--- src/rtl/column_array.sv ---
// column_array: multi-column falling-letter engine.
//
// NUM_COLUMNS style columns (NUM_COLS) share one fall prescaler. Each column
// spawns a letter taken from a free-running 16-bit Galois LFSR, lets it fall
// one row per prescaler tick, and empties again when a keystroke hits it.
// Keystrokes go to the matching column whose letter is lowest on screen.
// A letter that reaches the bottom row ends the game.
//
// Ports:
//   clock           system clock, all state changes on the rising edge
//   reset_signal_n  asynchronous active-low reset
//   start           one-cycle pulse, begins or restarts a game
//   user_input      keystroke code (LETTER_W bits)
//   input_valid     one-cycle strobe qualifying user_input
//   ypos            per-column row, column i at [i*YW +: YW]
//   letter          per-column letter, column i at [i*LETTER_W +: LETTER_W]
//   active          per-column "holds a falling letter"
//   hit / hit_col   one-cycle hit pulse and index of the column that was hit
//   miss            one-cycle pulse, keystroke matched no column
//   score           saturating hit count
//   game_over       high while the game is over
module column_array #(
  parameter int NUM_COLS      = 4,
  parameter int ROWS          = 22,
  parameter int FALL_TICKS    = 50000000,
  parameter int RESPAWN_TICKS = 3,
  parameter int LETTER_W      = 8,
  localparam int YW           = $clog2(ROWS + 1)
) (
  input  logic                         clock,
  input  logic                         reset_signal_n,
  input  logic                         start,
  input  logic [LETTER_W-1:0]          user_input,
  input  logic                         input_valid,
  output logic [NUM_COLS*YW-1:0]       ypos,
  output logic [NUM_COLS*LETTER_W-1:0] letter,
  output logic [NUM_COLS-1:0]          active,
  output logic                         hit,
  output logic [2:0]                   hit_col,
  output logic                         miss,
  output logic [15:0]                  score,
  output logic                         game_over
);

  localparam int PW       = $clog2(FALL_TICKS);
  localparam int RESP_MAX = (RESPAWN_TICKS > NUM_COLS) ? RESPAWN_TICKS : NUM_COLS;
  localparam int RW       = $clog2(RESP_MAX + 1);

  typedef enum logic [1:0] {
    READY = 2'd0,
    RUN   = 2'd1,
    OVER  = 2'd2
  } state_t;

  state_t          state_reg, state_next;
  logic [15:0]     lfsr_reg, lfsr_next;
  logic [PW-1:0]   pres_reg, pres_next;
  logic [15:0]     score_reg, score_next;
  logic            hit_reg, hit_next;
  logic            miss_reg, miss_next;
  logic [2:0]      hit_col_reg, hit_col_next;

  logic [NUM_COLS-1:0] at_rows;
  logic                reached;
  logic                run_live;
  logic                tick;
  logic                key;
  logic                win_valid;
  logic [2:0]          win_idx;
  logic [YW-1:0]       win_y;

  // A letter sitting on the bottom row freezes the game for the one cycle
  // in which the transition to OVER is being made: no motion, no keystrokes.
  assign reached  = |at_rows;
  assign run_live = (state_reg == RUN) && !reached && !start;
  assign tick     = run_live && (pres_reg == PW'(FALL_TICKS - 1));
  assign key      = run_live && input_valid;

  // Winner search: strict '>' while scanning upward keeps the lowest index
  // on equal rows.
  always_comb begin
    win_valid = 1'b0;
    win_idx   = '0;
    win_y     = '0;
    for (int i = 0; i < NUM_COLS; i++) begin
      if (key && active[i] && (letter[i*LETTER_W +: LETTER_W] == user_input) &&
          (!win_valid || (ypos[i*YW +: YW] > win_y))) begin
        win_valid = 1'b1;
        win_idx   = 3'(i);
        win_y     = ypos[i*YW +: YW];
      end
    end
  end

  // Global state, prescaler, score and strobes.
  always_comb begin
    state_next   = state_reg;
    pres_next    = pres_reg;
    score_next   = score_reg;
    hit_next     = 1'b0;
    miss_next    = 1'b0;
    hit_col_next = hit_col_reg;
    lfsr_next    = lfsr_reg[0] ? ((lfsr_reg >> 1) ^ 16'hB400) : (lfsr_reg >> 1);

    if (start) begin
      state_next = RUN;
      pres_next  = '0;
      score_next = '0;
    end else begin
      case (state_reg)
        READY, OVER: begin
        end
        RUN: begin
          if (reached) begin
            state_next = OVER;
          end else begin
            pres_next = tick ? '0 : pres_reg + PW'(1);
            if (key) begin
              if (win_valid) begin
                hit_next     = 1'b1;
                hit_col_next = win_idx;
                if (score_reg != 16'hFFFF) begin
                  score_next = score_reg + 16'd1;
                end
              end else begin
                miss_next = 1'b1;
              end
            end
          end
        end
        default: state_next = READY;
      endcase
    end
  end

  always_ff @(posedge clock or negedge reset_signal_n) begin
    if (!reset_signal_n) begin
      state_reg   <= READY;
      lfsr_reg    <= 16'hACE1;
      pres_reg    <= '0;
      score_reg   <= '0;
      hit_reg     <= 1'b0;
      miss_reg    <= 1'b0;
      hit_col_reg <= '0;
    end else begin
      state_reg   <= state_next;
      lfsr_reg    <= lfsr_next;
      pres_reg    <= pres_next;
      score_reg   <= score_next;
      hit_reg     <= hit_next;
      miss_reg    <= miss_next;
      hit_col_reg <= hit_col_next;
    end
  end

  // Per-column state.
  genvar gi;
  generate
    for (gi = 0; gi < NUM_COLS; gi++) begin : g_col
      logic [YW-1:0]       ypos_reg, ypos_next;
      logic [LETTER_W-1:0] letter_reg, letter_next;
      logic                active_reg, active_next;
      logic [RW-1:0]       resp_reg, resp_next;
      logic                is_win;

      assign is_win = win_valid && (win_idx == 3'(gi));

      always_comb begin
        ypos_next   = ypos_reg;
        letter_next = letter_reg;
        active_next = active_reg;
        resp_next   = resp_reg;
        if (start) begin
          // Staggered first spawn: column i appears on tick i+1.
          active_next = 1'b0;
          ypos_next   = '0;
          resp_next   = RW'(gi + 1);
        end else if (is_win) begin
          // A hit overrides a coincident tick for this column.
          active_next = 1'b0;
          ypos_next   = '0;
          resp_next   = RW'(RESPAWN_TICKS);
        end else if (tick) begin
          if (active_reg) begin
            ypos_next = ypos_reg + YW'(1);
          end else if (resp_reg == RW'(1)) begin
            active_next = 1'b1;
            ypos_next   = '0;
            letter_next = lfsr_reg[LETTER_W-1:0];
            resp_next   = '0;
          end else begin
            resp_next = resp_reg - RW'(1);
          end
        end
      end

      always_ff @(posedge clock or negedge reset_signal_n) begin
        if (!reset_signal_n) begin
          ypos_reg   <= '0;
          letter_reg <= '0;
          active_reg <= 1'b0;
          resp_reg   <= '0;
        end else begin
          ypos_reg   <= ypos_next;
          letter_reg <= letter_next;
          active_reg <= active_next;
          resp_reg   <= resp_next;
        end
      end

      assign ypos[gi*YW +: YW]             = ypos_reg;
      assign letter[gi*LETTER_W +: LETTER_W] = letter_reg;
      assign active[gi]                    = active_reg;
      assign at_rows[gi]                   = active_reg && (ypos_reg == YW'(ROWS));
    end
  endgenerate

  assign hit       = hit_reg;
  assign hit_col   = hit_col_reg;
  assign miss      = miss_reg;
  assign score     = score_reg;
  assign game_over = (state_reg == OVER);

endmodule

--- config.mk ---
export PLATFORM = sky130hd
export DESIGN_NAME = column_array
export DESIGN_NICKNAME = d
export VERILOG_FILES = /design/src/rtl/column_array.sv
export SDC_FILE = /design/constraint.sdc
export NUM_CORES = 1
export LEC_CHECK = 0
export BUFFER_PORTS_ARGS = -buffer_cell sky130_fd_sc_hd__buf_2
export CORE_MARGIN = 2
export CORE_UTILIZATION = 30
export DETAILED_ROUTE_END_ITERATION = 8
export GPL_TIMING_DRIVEN = 0
export MAX_ROUTING_LAYER = met4
export PLACE_DENSITY = 0.55
export SYNTH_ARGS = -nofsm -noshare
export SYNTH_HDL_FRONTEND = slang
export SYNTH_SLANG_ARGS = --single-unit
--- constraint.sdc ---
create_clock -name clock -period 6.99 [get_ports clock]
set_input_delay 0.699 -clock clock [delete_from_list [all_inputs] [get_ports clock]]
set_output_delay 0.699 -clock clock [all_outputs]
set_load 0.1 [all_outputs]
# [Word level (Yosys, flattened, before mapping)]
# Index checks and enable logic that the tools add are counted.
[totals] regBits=133 latch_bits=0 ram_bits=0 romBits=0 in_bits=12 output_inout_bits=78 elab_cells=230 n_memories=0
[classes] add_sub_neg=10 n_mul=0 div_mod_pow=0 magnitude_cmp=3 n_eq_ne=26 n_shift=0 muxes=94 n_bitwise=11 n_reduce_logical=63
[op_table] op="$mux 5" n=23
[op_table] op="$mux 16" n=7
[op_table] op="$mux 26" n=4
[op_table] op="$mux 3" n=20
[op_table] op="$mux 1" n=35
[op_table] op="$eq 8x8->1" n=4
[op_table] op="$reduce_and 5->1" n=6
[op_table] op="$add 26x1->26 const B" n=1
[op_table] op="$eq 26x26->1 const B" n=1
[op_table] op="$logic_and 1x1->1" n=23
[op_table] op="$add 5x1->5 const B" n=4
[op_table] op="$eq 5x5->1 const B" n=4
[op_table] op="$reduce_and 2->1" n=10
[op_table] op="$add 16x1->16 const B" n=1
[op_table] op="$ne 16x16->1 const B" n=1
[op_table] op="$reduce_bool 4->1" n=4
[op_table] op="$eq 3x1->1 const B" n=5
[op_table] op="$gt 5x5->1" n=3
[op_table] op="$ne 3x2->1 const B" n=4
[op_table] op="$reduce_bool 3->1" n=4
[op_table] op="$sub 3x1->3 const B" n=4
[op_table] op="$not 1->1" n=10
[op_table] op="$mux 2" n=4
[op_table] op="$reduce_bool 2->1" n=4
[op_table] op="13 further kinds" n=21

# [Logic depth before layout (Yosys ltp)]
# Gate-level depths: netlist of the first run.
[logic_depth] word_depth=27 mapped_depth=32

# [Worst setup path after synthesis of the first run]
# No wires, ideal clock.
[synth_timing] path_kind="register to register" startpoint="reg g_col[1].ypos_reg[0]" endpoint="reg g_col[0].ypos_reg[2]" setup_ps=130 arrival_ps=7161 required_ps=6860 slack_ps=-301 path_stages_with_launch=31 synth_period_minus_slack_ps=7291 cell_sequence="dfrtp_1 inv_1 ha_1 nand2_1 or4_1 nand4_1 buf_2 nor3_1 nand2_1 ha_1 and4_1 a221o_1 a2111o_1 clkbuf_1 nor2_1 a31oi_1 ha_1 nor2b_1 o211ai_1 a21oi_1 o211a_1 clkbuf_1 mux2_2 ha_1 o21a_1 o22ai_1 a21oi_1 a22oi_1 o2111a_1 nor2_1 a21boi_0"
[synth_via] elab_chain_len=26
[synth_rtl] item="from (decl)" line_no="160" text="logic [YW-1:0] ypos_reg, ypos_next;"
[synth_rtl] item="from (signal assigned)" line_no="204" text="ypos_reg <= ypos_next;"
[synth_rtl] item="$eq 5x5->1" line_no="214" text="assign at_rows[gi] = active_reg && (ypos_reg == YW'(ROWS));"
[synth_rtl] item="$logic_and 1x1->1" line_no="214"
[synth_rtl] item="$reduce_or 4->1" line_no="74" text="assign reached = |at_rows;"
[synth_rtl] item="$logic_not 1->1" line_no="75" text="assign run_live = (state_reg == RUN) && !reached && !start;"
[synth_rtl] item="$logic_and 1x1->1 (2 in a row)" line_no="75"
[synth_rtl] item="$logic_and 1x1->1" line_no="77" text="assign key = run_live && input_valid;"
[synth_rtl] item="$logic_and 1x1->1 (2 in a row)" line_no="86" text="if (key && active[i] && (letter[i*LETTER_W +: LETTER_W] == user_input) &&"
[synth_rtl] item="$mux 5 / $mux 1 (equally long branches)" line_no="86"
[synth_rtl] item="[... 8 more ...]"
[synth_rtl] item="$gt 5x5->1 / $logic_not 1->1 (equally long branches)" line_no="87" text="(!win_valid || (ypos[i*YW +: YW] > win_y))) begin"
[synth_rtl] item="$logic_or 1x1->1" line_no="87"
[synth_rtl] item="$logic_and 1x1->1" line_no="86"
[synth_rtl] item="$mux 2" line_no="86"
[synth_rtl] item="$logic_not 3->1" line_no="166" text="assign is_win = win_valid && (win_idx == 3'(gi));"
[synth_rtl] item="$logic_and 1x1->1" line_no="166"
[synth_rtl] item="$reduce_bool 4->1 (no source line), or another cell as far along"
[synth_rtl] item="$reduce_and 2->1 (no source line) / $mux 5 (equally long branches)"
[synth_rtl] item="to (signal assigned)" line_no="204"
[synth_rtl] item="to (decl)" line_no="160"
# Several ways; a longest one is shown, not always the timed one.
# A chain may end at the register's enable or synchronous reset.

# [Worst setup path in the final report of the first run]
[layout_timing] startpoint="reg g_col[2].ypos_reg[0]" endpoint="reg g_col[0].ypos_reg[2]"
[layout_via] elab_chain_len=26
[layout_rtl] item="from (decl)" line_no="160"
[layout_rtl] item="from (signal assigned)" line_no="204"
[layout_rtl] item="$eq 5x5->1" line_no="214"
[layout_rtl] item="$logic_and 1x1->1" line_no="214"
[layout_rtl] item="$reduce_or 4->1" line_no="74"
[layout_rtl] item="$logic_not 1->1" line_no="75"
[layout_rtl] item="$logic_and 1x1->1 (2 in a row)" line_no="75"
[layout_rtl] item="$logic_and 1x1->1" line_no="77"
[layout_rtl] item="$logic_and 1x1->1 (2 in a row)" line_no="86"
[layout_rtl] item="$mux 5 / $mux 1 (equally long branches)" line_no="86"
[layout_rtl] item="[... 8 more ...]"
[layout_rtl] item="$gt 5x5->1 / $logic_not 1->1 (equally long branches)" line_no="87"
[layout_rtl] item="$logic_or 1x1->1" line_no="87"
[layout_rtl] item="$logic_and 1x1->1" line_no="86"
[layout_rtl] item="$mux 2" line_no="86"
[layout_rtl] item="$logic_not 3->1" line_no="166"
[layout_rtl] item="$logic_and 1x1->1" line_no="166"
[layout_rtl] item="$reduce_bool 4->1 (no source line), or another cell as far along"
[layout_rtl] item="$reduce_and 2->1 (no source line) / $mux 5 (equally long branches)"
# Several ways; a longest one is shown, not always the timed one.

==> results of run 1 <==
-- cells in the final DEF, fill, tap and decap left out, drive strengths merged, types with 6 or more instances in the layout --
cell type / synthesis / routed
inv: 28 / 38
a21oi: 28 / 28
nor2: 60 / 60
and2: 14 / 14
and3: 13 / 13
or3: 12 / 12
nand3: 44 / 44
nor4: 11 / 11
nor3: 35 / 35
mux2i: 6 / 6
buf: 8 / 103
ha: 33 / 33
dfrtp: 124 / 124
xnor2: 33 / 33
dfstp: 8 / 8
mux2: 38 / 38
clkbuf: 20 / 35
nand2: 58 / 58
a21boi: 11 / 11
xor2: 32 / 32
nand4: 23 / 23
nor2b: 18 / 18
o21ai: 38 / 38
-- metal layers --
| metal | vias to the layer above | share of wire |
|---|---|---|
| li1 | 2881 | - |
| met1 | 2885 | 0.46 |
| met2 | 115 | 0.48 |
| met3 | 11 | 0.044 |
| met4 | 0 | 0.0087 |
| met5 | - | 0 |
-- power by group --
group | internal [mW] | total (mW) | switching (mW)
registers | 0.766 | 0.768 | 0.00185
logic | 0.0151 | 0.0608 | 0.0458
clock network | 0.506 | 0.897 | 0.391
total | 1.29 | 1.73 | 0.439
-- critical path: cells and delay by family, from the launching register on --
| family | cells | cell delay [ns] |
|---|---|---|
| compound gates | 11 | 2.92 |
| fa+ha+maj | 4 | 1.00 |
| buf+inv | 3 | 0.59 |
| flops | 1 | 0.44 |
| mux | 1 | 0.30 |
| simple gates | 8 | 1.32 |
-- cells by family after synthesis --
group / Yosys count
xor+xnor: 65
other cells: 1
mux: 44
compound gates: 105
buf+inv: 56
simple gates: 312
fa+ha+maj: 33
flops: 132
-- timing repair --
item,CTS,global route
buffers inserted,1,5
endpoints found under the hold margin,0,0
resized for setup,12,9
pin swaps,1,6
endpoints found under the setup margin,38,37
-- how the worst max path moves through the flow --
stage	startpoint	endpoint	depth (start not counted)	slack [ns]
4_1_cts	g_col[1].ypos_reg[0]	g_col[0].ypos_reg[2]	28	0.001
3_5_place_dp	user_input[4]	g_col[2].resp_reg[1]	26	-1.80
5_1_grt	g_col[1].ypos_reg[0]	g_col[0].ypos_reg[2]	29	0.02
6_report	g_col[2].ypos_reg[0]	g_col[0].ypos_reg[2]	27	0.27
2_1_floorplan	g_col[3].ypos_reg[1]	g_col[0].ypos_reg[2]	28	0.04
3_3_place_gp	user_input[6]	g_col[2].resp_reg[1]	26	-1.83
-- through the flow --
stage	worst slack, ns	hold slack (ns)	cell area [um2]
floorplan	0.0351	0.331	7330
global placement	-1.83	0.337	8170
detailed placement	-1.80	0.339	8200
CTS	0.00129	0.194	8840
global route	0.0186	0.206	8910
finish	0.274	0.177	8910
-- layout make-up --
cell class	instances	area (um2)	area share
clock inverter	15	160	0.0180
antenna	1	2.50	0.000281
buffer	27	135	0.0152
clock buffer	17	425	0.0478
timing repair buffer	94	514	0.0577
tap	324	405	0.0455
multi-input combinational	560	3840	0.431
sequential	132	3320	0.373
inverter	28	105	0.0118
==> flow_summary.json, run 1 <==
{
  "reg2reg_depth": 27,
  "crit_top_cell": "ha_1",
  "synth_fp_nets": 793,
  "synthMuxAreaShare": 0.0667,
  "synth_xor_area_frac": 0.0778,
  "ys_seq_elements": 132,
  "routedWlPerCell_um": 16.4,
  "worst_slew_pin_slew_ns": 0.724,
  "synth_top_cell_by_area": "dfrtp_1",
  "hold_class": "in -> async",
  "first_pass_iters": 7,
  "post_route_cells_drive_above_1_share": 0.239,
  "hold_violations": 0,
  "period_minus_slack_ns": 6.72,
  "holdBufCountCts": 0,
  "die_w_um": 160,
  "synthTopCellsByArea": "dfrtp_1 42%, mux2_2 5.8%, ha_1 5.6%",
  "ioPinCount": 90,
  "avgSynthCellArea_um2": 9.78,
  "ys.flop_type": "dfrtp_1",
  "cts_sinks": 132,
  "cts_tree": "done",
  "antenna_found_initial": 1,
  "utilization": 0.370,
  "numCtsBuffers": 17,
  "status": "finished, final reports clean",
  "reg2reg_to": "g_col[0].ypos_reg[2]",
  "worstPathRequired_ns": 7.29,
  "io_buffer_count": 87,
  "yosysMostFrequentCell": "dfrtp_1",
  "ant_nets": 0,
  "cts_max_level": 4,
  "ys_seq_area_frac": 0.453,
  "slew_headroom": 0.511,
  "synth_top_family_by_area": "simple AND/OR/NAND/NOR gates",
  "num_rows": 57,
  "synthArstFlopShare": 1.00,
  "crit_arrival_ns": 7.02,
  "crit_slowest_cell": "or4_1",
  "num_vias": 5892,
  "grt-ovfl-total": 0,
  "die_y_um": 160,
  "r2r_slack_ns": 0.27,
  "maxSlewViolCount": 0,
  "fin_skew_ns": 0.00827,
  "fin_crit_sh": 0.961,
  "worstSkewPairLatency_ns": 0.43,
  "max_freq_mhz": 149,
  "synth_compound_area_frac": 0.0872,
  "dp_cells": 1160,
  "fill_cells": 2490,
  "dp_hpwl_mm": 14.3,
  "synth.distinct_cells": 56,
  "setup_viol_count_final": 0,
  "grt_pass1_wl_mm": 31.9,
  "synth_fa_ha_area_frac": 0.0564,
  "fin_tns_setup_ns": 0,
  "synthesis.instances": 748,
  "rsz0062_at_grt": "false",
  "cpPeakStageDelay_ns": 0.46,
  "coreArea_mm2": 0.0241,
  "area_growth_syn_to_layout_pct": 21.8,
  "finalPower_mw": 1.73,
  "rr_startpoint": "g_col[2].ypos_reg[0]",
  "start_util": 0.304,
  "dieArea_mm2": 0.0257,
  "p_leak_nw": 3.99,
  "use_met1": 0.211,
  "met3_usage": 0.0387,
  "grtUsageTotal": 0.163,
  "final_cells": 1198,
  "wl_mm": 19.6,
  "cts_root_buffer": "clkbuf_16",
  "synth-edff-count": 0,
  "viasPerCell": 4.92,
  "critPathMaxFanout": 10,
  "synth_warnings": 0,
  "first_iter_violations": 382,
  "busiest_layer": "met2",
  "crit_path_end_kind": "flop",
  "synthesis.area_mm2": 0.00732,
  "synth-simple-area-share": 0.226,
  "cap_violations": 0,
  "critPathKind": "reg -> reg",
  "grt_start_max_net_pins": 95,
  "critPathLaunchType": "flop",
  "grt_pass1_vias": 5768,
  "yosysTopAreaCellShare": 0.424,
  "drc": 0,
  "nNetsFinal": 905,
  "grt_util_met2": 0.257,
  "ir_drop_mv": 0.158,
  "power_density_mw_per_mm2": 194,
  "synth_common_cells": "124 x dfrtp_1, 60 x nor2_1, 57 x nand2_1",
  "clockBufferDepth": 2,
  "largest_reg_flops": 32,
  "clk_pin_slew_ns": 0.06,
  "gp_congestion": 0.866
}
Note: power is estimated with default switching activity, not from simulation.
==> run 2, diff against run 1 <==
--- a/config.mk
+++ b/config.mk
@@ -5,6 +5,7 @@
 export SDC_FILE = /design/constraint.sdc
 export NUM_CORES = 1
 export LEC_CHECK = 0
+export ABC_AREA = 1
 export BUFFER_PORTS_ARGS = -buffer_cell sky130_fd_sc_hd__buf_2
 export CORE_MARGIN = 2
 export CORE_UTILIZATION = 30
==> run 2 against run 1 <==
The flow now finishes with violations (design-rule violations). Design area grew 6.3%. Clock power down 1%. Combinational power rose to 2.7 times the previous value. Wire length increased by 12%. Count of clock-buffer cells in the layout up 1. Via count grew 23%. Synthesized area grew 9.3%. Sequential share of layout area fell by 2.3 points. Sequential power grew 2%. Critical path depth is 16 higher. Critical path type unchanged.
==> flow_summary.json, run 2 <==
{
  "comb_power_share": 0.090,
  "dp_cells": 1486,
  "mostFrequentLayoutCells": "249 x nand2_1, 141 x inv_1, 124 x dfrtp_1, 96 x nor2_1, 90 x buf_2",
  "ys.flop_type": "dfrtp_1",
  "synth_warnings": 0,
  "power_frac_seq": 0.427,
  "power_density_mw_per_mm2": 194,
  "fill_cells": 2782,
  "swShare": 0.281,
  "ant_nets": 0,
  "met3_usage": 0.0277,
  "area_growth_syn_to_layout_pct": 18.5,
  "first_pass_iters": 7,
  "synthesis.area_mm2": 0.00800,
  "avgSynthCellArea_um2": 7.52,
  "numCtsBuffers": 17,
  "cts_root_buffer": "clkbuf_16",
  "num_vias": 7271,
  "synth-edff-count": 0,
  "worstSkewPairLatency_ns": 0.43,
  "fin_crit_sh": 0.898,
  "routedWlPerCell_um": 14.5,
  "final_common_cell": "nand2_1",
  "cts_setup_buffers": 0,
  "fin_tns_setup_ns": 0,
  "cts_max_level": 4,
  "violations": "design-rule violations",
  "finalPower_mw": 1.84,
  "use_met1": 0.226,
  "synth_top_cell_by_area": "dfrtp_1",
  "hold_class": "in -> async",
  "largest_reg_flops": 32,
  "grt_start_max_net_pins": 79,
  "viasPerCell": 4.79,
  "cts_sinks": 132,
  "worstPathRequired_ns": 7.35,
  "start_util": 0.306,
  "crit_top_cell": "nand2_1",
  "clkPwrFrac": 0.482,
  "period_minus_slack_ns": 6.28,
  "drc": 4,
  "cts_tree": "done",
  "grt_util_met2": 0.255,
  "synthArstFlopShare": 1.00,
  "die_w_um": 167,
  "grt_pass1_vias": 6939,
  "ys_seq_area_frac": 0.414,
  "synthesis.instances": 1063,
  "p_sw_mw": 0.518,
  "busiest_layer": "met2",
  "grtUsageTotal": 0.166,
  "cpPeakStageDelay_ns": 0.44,
  "ys_seq_elements": 132,
  "first_iter_violations": 437,
  "die_y_um": 167,
  "yosysTopAreaCellShare": 0.388,
  "clockBufferDepth": 2,
  "setup_viol_count_final": 0,
  "wl_mm": 22.1,
  "critPathLaunchType": "flop",
  "dp_hpwl_mm": 16.8,
  "crit_arrival_ns": 6.63,
  "antenna_found_initial": 1,
  "coreArea_mm2": 0.0261,
  "synth_fp_nets": 1108,
  "gp_congestion": 0.886,
  "grt-ovfl-total": 0,
  "io_buffer_count": 87,
  "grt_pass1_wl_mm": 36.1,
  "synth_common_cells": "250 x nand2_1, 142 x inv_1, 124 x dfrtp_1",
  "crit_path_end_kind": "flop",
  "maxSlewViolCount": 0,
  "final_cells": 1519,
  "critPathMaxFanout": 10,
  "clk_pin_slew_ns": 0.07,
  "yosysMostFrequentCell": "nand2_1",
  "critPathKind": "reg -> reg",
  "status": "complete, but fails checks",
  "crit_slowest_cell": "dfrtp_1",
  "nNetsFinal": 1215,
  "p_leak_nw": 4.59,
  "cap_violations": 0,
  "ioPinCount": 90,
  "synth.distinct_cells": 47,
  "post_route_cells_drive_above_1_share": 0.161,
  "num_rows": 59,
  "fin_skew_ns": 0.0159,
  "p_int_mw": 1.32,
  "ir_drop_mv": 0.126,
  "worst_slew_pin_slew_ns": 0.691,
  "hold_violations": 0,
  "r2r_slack_ns": 0.71,
  "slew_headroom": 0.539,
  "max_freq_mhz": 159,
  "synthTopCellsByArea": "dfrtp_1 39%, nand2_1 12%, inv_1 6.7%",
  "dieArea_mm2": 0.0280
}
run 2: changes by cell type in the layout (fill, tap and decap cells not counted), moves of 13 or more:
cell | before | now
and2_1 | 13 | 0
inv_1 | 28 | 141
inv_2 | 0 | 19
mux2_2 | 38 | 0
nand2_1 | 57 | 249
nand3_1 | 44 | 66
nand4_1 | 23 | 39
nor2_1 | 59 | 96
nor2b_1 | 17 | 0
o21ai_1 | 0 | 50
xnor2_1 | 33 | 11
run 2: power by group through the flow:
stage / logic [mW] / clock network, mW / registers [mW]
2_1_floorplan: 0.0921 / 0 / 0.822
3_3_place_gp: 0.164 / 0 / 0.800
3_5_place_dp: 0.168 / 0 / 0.800
4_1_cts: 0.168 / 0.902 / 0.786
5_1_grt: 0.187 / 0.945 / 0.788
6_report: 0.166 / 0.887 / 0.786
run 2: layer usage:
metal  part of all wire  vias up
met5                  0        -
met4              0.016        0
met3              0.047       21
met2               0.45      134
met1               0.49     3416
li1                   -     3700
run 2: path summary, 6_finish.rpt:
kind | end | cells past startpoint | from
worst max register to register | g_col[2].ypos_reg[1] | 43 | g_col[2].ypos_reg[0]
min in group clock | lfsr_reg[11] | 0 | lfsr_reg[12]
worst min register to register | lfsr_reg[11] | 0 | lfsr_reg[12]
worst max-delay path | g_col[2].ypos_reg[1] | 43 | g_col[2].ypos_reg[0]
worst min-delay path | pres_reg[9] | 1 | reset_signal_n
max in group asynchronous | lfsr_reg[15] | 2 | reset_signal_n
run 2: layout make-up:
class                      count  area (um2)  area share
sequential                   132        3310       0.350
tap                          335         419      0.0442
clock buffer                  18         429      0.0453
antenna                        1        2.50    0.000264
timing repair buffer          88         469      0.0495
clock inverter                14         143      0.0151
multi-input combinational    748        3980       0.420
inverter                     161         604      0.0638
buffer                        22         118      0.0124
run 2: cells by family after synthesis:
logic type | Yosys count | synth area share
simple gates | 537 | 0.306
flops | 132 | 0.414
compound gates | 145 | 0.102
buf+inv | 183 | 0.0903
xor+xnor | 32 | 0.0350
fa+ha+maj | 33 | 0.0516
other cells | 1 | 0.000469
run 2: timing repair:
item	4_1_cts	5_1_grt
gates resized for setup	0	6
endpoints found under the hold margin	0	0
setup endpoints to repair	0	43
hold buffers	0	0
run 2: critical path, delay by kind of cell (launching register included):
family          cells  cell delay, ns
compound gates      7            0.99
fa+ha+maj           4            1.07
buf+inv             9            0.93
flops               1            0.44
simple gates       23            2.73
run 2: metrics by stage:
stage	cell area (um2)	util	hold WS, ns	setup WS, ns
finish	9470	0.363	0.239	0.715
detailed placement	8880	0.340	0.339	0.350
CTS	9460	0.362	0.270	0.365
floorplan	8000	-	0.331	0.823
global placement	8850	0.339	0.339	0.416
global route	9470	0.363	0.290	-0.0371
==> run 3, diff against run 2 <==
--- a/config.mk
+++ b/config.mk
@@ -12,7 +12,7 @@
 export DETAILED_ROUTE_END_ITERATION = 8
 export GPL_TIMING_DRIVEN = 0
 export MAX_ROUTING_LAYER = met4
-export PLACE_DENSITY = 0.55
+export PLACE_DENSITY_LB_ADDON = 0.12
 export SYNTH_ARGS = -nofsm -noshare
 export SYNTH_HDL_FRONTEND = slang
 export SYNTH_SLANG_ARGS = --single-unit
==> constraint.sdc (replaced) <==
create_clock -name clock -period 7.9 [get_ports clock]
set_input_delay 0.79 -clock clock [delete_from_list [all_inputs] [get_ports clock]]
set_output_delay 0.79 -clock clock [all_outputs]
set_load 0.1 [all_outputs]
==> run 3 against run 2 <==
The run still ends with design-rule violations left. Wire length up 2.7%. Count of clock-buffer cells in the layout decreased by 1. Non-clock buffer count stayed put. Design area about the same. Total power shrank 9.8%. Fmax is 5.5% lower. Global-route usage rose by 0.52 points. Core utilization is essentially flat. Largest cell class unchanged. First-iteration DRC count increased by 14%. Sequential power fell by 11%.
==> flow_summary.json, run 3 (synthesis gave the netlist of run 2 again) <==
{
  "routedWlPerCell_um": 14.9,
  "final_common_cell": "nand2_1",
  "cpPeakStageDelay_ns": 0.44,
  "cts_setup_buffers": 0,
  "slew_headroom": 0.518,
  "start_util": 0.306,
  "critPathLaunchType": "flop",
  "grt-ovfl-total": 0,
  "dieArea_mm2": 0.0280,
  "worst_slew_pin_slew_ns": 0.723,
  "area_growth_syn_to_layout_pct": 18.5,
  "crit_path_end_kind": "flop",
  "p_leak_nw": 4.59,
  "worstSkewPairLatency_ns": 0.43,
  "ctsResizeCount": 0,
  "cts_sinks": 132,
  "die_w_um": 167,
  "mostFrequentLayoutCells": "250 x nand2_1, 142 x inv_1, 124 x dfrtp_1, 96 x nor2_1, 90 x buf_2",
  "cts_root_buffer": "clkbuf_16",
  "hold_class": "in -> async",
  "power_density_mw_per_mm2": 175,
  "violations": "design-rule violations",
  "gp_congestion": 0.864,
  "viasPerCell": 4.72,
  "ant_nets": 0,
  "ir_drop_mv": 0.116,
  "r2r_slack_ns": 1.26,
  "hold_violations": 0,
  "status": "complete, but fails checks",
  "crit_top_cell": "nand2_1",
  "dp_hpwl_mm": 17.3,
  "maxSlewViolCount": 0,
  "cts_tree": "done",
  "nNetsFinal": 1215,
  "critPathKind": "reg -> reg",
  "grt_pass1_wl_mm": 36.9,
  "crit_arrival_ns": 6.96,
  "period_minus_slack_ns": 6.64,
  "first_iter_violations": 496,
  "post-place-ws_ns": 1.07,
  "coreArea_mm2": 0.0261,
  "cap_violations": 0,
  "grtUsageTotal": 0.171,
  "clockBufferDepth": 2,
  "critPathMaxFanout": 10,
  "grt_start_max_net_pins": 90,
  "worstPathRequired_ns": 8.22,
  "die_y_um": 167,
  "fin_skew_ns": 0.0123,
  "fin_tns_setup_ns": 0,
  "largest_reg_flops": 32,
  "max_freq_mhz": 151,
  "num_rows": 59,
  "fill_cells": 2874,
  "setup_slack_ns": 1.26,
  "fin_crit_sh": 0.840,
  "numCtsBuffers": 17,
  "first_pass_iters": 8,
  "wl_mm": 22.7,
  "cts_max_level": 4,
  "rsz0062_at_grt": "false",
  "crit_slowest_cell": "dfrtp_1",
  "io_buffer_count": 87,
  "clk_pin_slew_ns": 0.06,
  "ioPinCount": 90,
  "num_vias": 7171,
  "grt_pass1_vias": 6853,
  "drc": 5,
  "post_route_cells_drive_above_1_share": 0.157,
  "holdBufCountCts": 0,
  "antenna_found_initial": 1,
  "setup_viol_count_final": 0
}
## run 3: changes by cell type in the layout (fill, tap and decap cells not counted), moves of 2 or more
cell / previous run / this run
bufinv_16: 1 / 3
clkinv_2: 2 / 5
clkinv_4: 3 / 1
clkinvlp_4: 1 / 4
inv_6: 4 / 1
inv_8: 3 / 0
o21ai_0: 30 / 32
o21ai_1: 50 / 48
o22ai_1: 4 / 6
o22ai_2: 2 / 0
## run 3: final cells by class
class,instances,area (um2),area share
Antenna cell,1,2.50,0.000264
Buffer,22,118,0.0124
Clock buffer,17,425,0.0449
Clock inverter,14,163,0.0172
Inverter,161,604,0.0638
Multi-Input combinational cell,748,3960,0.418
Sequential cell,132,3310,0.350
Tap cell,335,419,0.0442
Timing Repair Buffer,88,469,0.0495
## run 3: layer usage
| layer | vias to the layer above | wire (um) | GRT usage |
|---|---|---|---|
| met2 | 153 | 9990 | 0.260 |
| met1 | 3290 | 11500 | 0.239 |
| li1 | 3709 | - | - |
| met4 | 0 | 257 | 0.0450 |
| met3 | 19 | 909 | 0.0277 |
| met5 | - | 0 | - |
## run 3: power by group
group          total [mW]  switching, mW  internal [mW]
combinational       0.148          0.111         0.0378
clock               0.816          0.323          0.492
sequential          0.696        0.00759          0.688
total                1.66          0.442           1.22
## run 3: final timing paths
check                                      from                    to  cells past startpoint
min                              reset_signal_n          lfsr_reg[14]                      1
max in group asynchronous        reset_signal_n           lfsr_reg[7]                      2
max                        g_col[2].ypos_reg[0]  g_col[2].ypos_reg[1]                     43
max reg2reg                g_col[2].ypos_reg[0]  g_col[2].ypos_reg[1]                     43
min reg2reg                         lfsr_reg[9]           lfsr_reg[8]                      0
min in group clock                  lfsr_reg[9]           lfsr_reg[8]                      0
## run 3: through the flow
stage                     total power [mW]   util  cells  hold slack (ns)  cell area [um2]
after floorplan                      0.809      -   1063            0.331             8000
after detailed placement             0.858  0.340   1486            0.339             8880
after global routing                  1.73  0.363   1518            0.309             9480
final                                 1.66  0.363   1518            0.293             9480
after global placement               0.857  0.339   1485            0.335             8850
after CTS                             1.68  0.362   1517            0.295             9470
## run 3: worst max-delay path, delay by kind of cell (launching register included)
family	cells	cell delay (ns)
and+or+nand+nor	21	2.44
adders and majority gates	4	1.08
buffers and inverters	8	0.89
DFF	1	0.44
AOI/OAI and AO/OA	10	1.64
